==> src/rtl/piso_serializer.sv <==
// piso_serializer: valid/ready word in, MSB-first paced serial bitstream out with per-bit strobe
module piso_serializer #(
  parameter int WIDTH = 8,
  parameter int DIV   = 1
) (
  input  logic             clock,
  input  logic             reset,
  input  logic [WIDTH-1:0] in_data,
  input  logic             in_valid,
  output logic             in_ready,
  output logic             serial_out,
  output logic             shift_en,
  output logic             word_done,
  output logic             busy
);
  localparam int BW = $clog2(WIDTH);
  localparam int DW = DIV > 1 ? $clog2(DIV) : 1;
  typedef enum logic {IDLE, SHIFT} state_t;
  state_t         state;
  logic [WIDTH-1:0] hold;
  logic [BW-1:0]  bit_cnt;
  logic [DW-1:0]  div_cnt;
  logic           tick, last, hs;
  // outputs decode purely from registered state; in_ready opens only on the final strobe
  assign tick       = state == SHIFT && div_cnt == DW'(DIV - 1);
  assign last       = tick && bit_cnt == BW'(WIDTH - 1);
  assign shift_en   = tick;
  assign word_done  = last;
  assign in_ready   = state == IDLE || last;
  assign busy       = state == SHIFT;
  assign serial_out = state == SHIFT && hold[WIDTH-1];
  assign hs         = in_valid && in_ready;
  always_ff @(posedge clock or posedge reset) begin
    if (reset) begin
      state   <= IDLE;
      hold    <= '0;
      bit_cnt <= '0;
      div_cnt <= '0;
    end else if (hs) begin
      state   <= SHIFT;
      hold    <= in_data;
      bit_cnt <= '0;
      div_cnt <= '0;
    end else if (state == SHIFT) begin
      if (tick) begin
        hold    <= {hold[WIDTH-2:0], 1'b0};
        div_cnt <= '0;
        bit_cnt <= last ? '0 : bit_cnt + 1'b1;
        state   <= last ? IDLE : SHIFT;
      end else begin
        div_cnt <= div_cnt + 1'b1;
      end
    end
  end
endmodule

==> config.mk <==
export PLATFORM = sky130hd
export DESIGN_NAME = piso_serializer
export DESIGN_NICKNAME = d
export VERILOG_FILES = /design/src/rtl/piso_serializer.sv
export SDC_FILE = /design/constraint.sdc
export NUM_CORES = 1
export LEC_CHECK = 0
export CAP_MARGIN = 10
export CORE_MARGIN = 2
export CORE_UTILIZATION = 53
export DETAILED_ROUTE_END_ITERATION = 16
export HOLD_SLACK_MARGIN = 0.15
export PLACE_DENSITY = 0.82
export SYNTH_ARGS = -nofsm -noshare
export SYNTH_HDL_FRONTEND = slang
export SYNTH_SLANG_ARGS = --single-unit
==> constraint.sdc <==
create_clock -name clock -period 3.6 [get_ports clock]
set_input_delay 0.54 -clock clock [delete_from_list [all_inputs] [get_ports clock]]
set_output_delay 0.54 -clock clock [all_outputs]
set_load 0.02 [all_outputs]
Word-level counts from Yosys, hierarchy flattened
Cells that the tools add are included.

cells by class
  $add $sub $neg = 2
  equal/unequal tests = 1
  bitwise gates (word level) = 2
  multiplexer cells = 14
  reductions and logical operators = 8

operator list
  kind                                          number
  2-to-1 mux 8 bit                              3
  2-to-1 mux 3 bit                              4
  2-to-1 mux 1 bit                              7
  logical AND 1 bit                             4
  nonzero test 2 bit                            2
  adder 3 x 1 -> 3 bit (second input constant)  1
  == test 3 bit (second input constant)         1
  inverter 1 bit                                2
  AND reduction 2 bit                           1
  adder 1 bit (second input constant)           1
  logical OR 1 bit                              1

storage, ports and cells
  input bits = 11
  bits in registers = 13
  logic and storage cells = 31

Longest topological paths before layout
  depth in word-level cells = 7
  depth in mapped cells = 5
  depth with buffers taken out = 5

Worst setup path after synthesis
OpenSTA, ideal clock, no wires.

  path type = reg2out
  from = reg state (netlist: busy)
  to = out word_done
  slack = 1.950 ns
  required time = 3.060 ns
  buffers on the path = 1
  arrival time = 1.110 ns
  stages on the path, launching flop included = 4
  cell sequence = dfrtp_1 > nor2b_2 > buf_6 > and2_1

on the way
  cells in the longest elaborated chain, start to end = 2

RTL lines
  element                   line  text
  start: declaration        19    state_t state;
  start signal: assignment  49    state <= last ? IDLE : SHIFT;
  logical AND 1 bit         25    assign tick = state == SHIFT && div_cnt == DW'(DIV - 1);
  net shift_en              12    output logic shift_en,
  logical AND 1 bit         26    assign last = tick && bit_cnt == BW'(WIDTH - 1);
  end: declaration          13    output logic word_done,

The timed path passes the listed nets, and every way through them passes these cells.

Worst setup path in the final report
  from = reg state (netlist: busy)
  to = out word_done

on the way
  cells in the longest elaborated chain, start to end = 2

RTL lines
  element            line
  logical AND 1 bit  25
  logical AND 1 bit  26

No other way between the ends.

==> flow_summary.json <==
{
  "power_leakage_uw": 0.0004878,
  "finClkSkew_ps": 4.792,
  "synthArstFlopShare_pct": 100.0,
  "fin_ws_ps": 924.1,
  "worst_pin_slew_ps": 492.3,
  "vias_per_cell": 5.607,
  "route.detailed.drc": 0,
  "ys.warnings.count": 0,
  "critPathRequiredTime_ps": 3060,
  "grt_pass1_vias": 580,
  "crit_end": "word_done",
  "gp_congestion": 0.7813,
  "yosysSeqAreaShare_pct": 40.00,
  "rsz0062_at_grt": "false",
  "synthCells": 75,
  "cp-startpoint": "busy$_DFF_PP0_",
  "ant_nets": 0,
  "synth_edf_count": 0,
  "drtPass1Iterations": 4,
  "syn_to_final_growth_pct": 20.46,
  "clock_path_buffers": 2,
  "min_path_type": "register to register",
  "core_area_mm2": 0.001471,
  "synth_ff_type": "dfrtp_1",
  "start_util_pct": 55.27,
  "ctsResizeCount": 0,
  "post-place-ws_ps": 1224,
  "yosysUniqueCellTypes": 25,
  "maxCapViolCount": 0,
  "ys_ff_latch": 13,
  "dpl.hpwl_mm": 1.163,
  "fmax_mhz": 373.7,
  "max_slew_margin_pct": 67.18,
  "period_minus_slack_ps": 2676,
  "path_clk_slew_ps": 70,
  "finalCritPeriodShare_pct": 74.33,
  "cp_max_fo": 20,
  "worst_setup_path_start_kind": "register",
  "grt_pass1_wl_mm": 2.539,
  "antennaDiodeCount": 0,
  "port_buffers": 15,
  "setup_viol": 0,
  "cts_made_buffers": 3,
  "vias": 600,
  "ir_worst_vdd_mv": 0.3670,
  "cpPeakStageDelay_ps": 650,
  "powerDensity_mw_per_mm2": 700.1,
  "crit_arrival_ps": 2140,
  "htreeDepth": 1,
  "min_from": "bit_cnt[1]$_DFFE_PP0P_",
  "reg2regPathDepth": 5,
  "n_fill_cell": 125,
  "end_kind": "output pin",
  "worstSetupPathType": "register to output pin",
  "dp.cells": 103,
  "cts_tree": "built",
  "clkSinkCount": 13,
  "floorplan.die.height_um": 43.17,
  "syn-num-nets": 88,
  "worstPathCellList": "nor2b_2, and2_1, clkdlybuf4s50_1",
  "first_iter_violations": 17,
  "rows": 14,
  "syn-cell-area_um2": 813.3,
  "wl_per_cell_um": 14.54,
  "die_w_um": 43.17,
  "grt_overflow": 0,
  "cts_setup_buffers": 0,
  "r2r-end": "hold[6]$_DFFE_PP0P_",
  "finalHoldViolCount": 0,
  "power.total_uw": 685.9,
  "grtUsageTotal_pct": 19.37,
  "final_nets": 105,
  "syn_area_per_cell_um2": 10.84,
  "cp_slowest_cell": "dfrtp_1",
  "ctsHoldBuffers": 0,
  "die_area_mm2": 0.001864,
  "reg2reg_slack_ps": 2060,
  "routed_wl_mm": 1.556,
  "status": "finished, final reports clean",
  "drive_gt1_share_pct": 14.29,
  "finalSetupTns_ps": 0,
  "antenna_found_initial": 0,
  "clockRootBuffer": "clkbuf_4",
  "instances_no_fill": 107,
  "ios": 16,
  "maxSlewViolCount": 0,
  "r2r_start": "bit_cnt[0]$_DFFE_PP0P_",
  "grt_start_max_net_pins": 21,
  "clk_latency_ps": 280
}
-- where the power goes --
part / switching (uW) / leakage, uW / total [uW] / internal, uW
logic: 150 / 0.000311 / 340 / 190
registers: 50.4 / 0.000162 / 255 / 204
clock network: 47.9 / 0.0000150 / 91.0 / 43.1
total: 249 / 0.000488 / 686 / 437
-- routing by layer --
| metal | vias up | routed length, um | GRT usage, % |
|---|---|---|---|
| li1 | 302 | - | - |
| met1 | 281 | 712 | 24.26 |
| met2 | 15 | 738 | 27.76 |
| met3 | 2 | 90 | 7.234 |
| met4 | 0 | 14 | 12.12 |
| met5 | - | 0 | 0 |
-- through the flow --
step | instance area [um2] | hold WS [ps] | utilization [%]
after floorplan | 813.3 | 417.0 | -
after global placement | 953.4 | 481.2 | 64.80
after detailed placement | 953.4 | 489.7 | 64.80
after CTS | 979.7 | 507.6 | 66.58
after global routing | 979.7 | 535.7 | 66.58
final | 979.7 | 506.6 | 66.58
-- state kept, by name (all words and copies together) (netlist names) --
register	cells
bit_cnt	3
busy	1
hold	8
div_cnt	1
-- synth_stat cells (3+ instances only) --
| master | instances | area (um2) |
|---|---|---|
| a21oi_1 | 4 | 20.02 |
| dfrtp_1 | 13 | 325.3 |
| mux2_1 | 4 | 45.04 |
| o22ai_1 | 4 | 25.02 |
| nor3_1 | 4 | 20.02 |
| inv_1 | 4 | 15.01 |
| mux2i_1 | 7 | 70.07 |
| a221oi_2 | 3 | 45.04 |
| or2b_1 | 7 | 52.55 |
-- how the worst min path moves through the flow --
stage | end | depth (start not counted)
CTS | bit_cnt[1]$_DFFE_PP0P_ | 1
floorplan | bit_cnt[0]$_DFFE_PP0P_ | 1
detailed placement | bit_cnt[1]$_DFFE_PP0P_ | 1
finish | bit_cnt[1]$_DFFE_PP0P_ | 1
global route | bit_cnt[1]$_DFFE_PP0P_ | 1
global placement | bit_cnt[1]$_DFFE_PP0P_ | 1
-- worst max-delay path: cells and delay by family (launching register included) --
kind	cells	cell delay [ps]
buffers and inverters	1	590
flip-flops	1	650
AND/OR/NAND/NOR	2	610
-- final cells by class --
type / count / area, um2 / share of cell area (%)
Multi-Input combinational cell: 53 / 435.4 / 44.44
Sequential cell: 13 / 325.3 / 33.21
Timing Repair Buffer: 15 / 150.1 / 15.33
Clock buffer: 4 / 26.28 / 2.682
Inverter: 6 / 22.52 / 2.299
Tap cell: 16 / 20.02 / 2.043
-- logic make-up after synthesis --
logic type	after synthesis	synth area share [%]
adders and majority gates	2	3.076
DFF	13	40.00
and+or+nand+nor	23	18.92
AOI/OAI and AO/OA	17	17.38
muxes	11	14.15
buffers and inverters	9	6.461
-- cells in the final DEF, fill, tap and decap left out, types with 3 or more instances in the layout --
cell type / count
o22ai_1: 4
a221oi_2: 3
a21oi_1: 4
clkbuf_4: 3
mux2i_1: 7
dfrtp_1: 13
mux2_1: 4
nor3_1: 4
inv_1: 4
clkdlybuf4s50_1: 15
or2b_1: 7
Note: power is estimated with default switching activity, not from simulation.
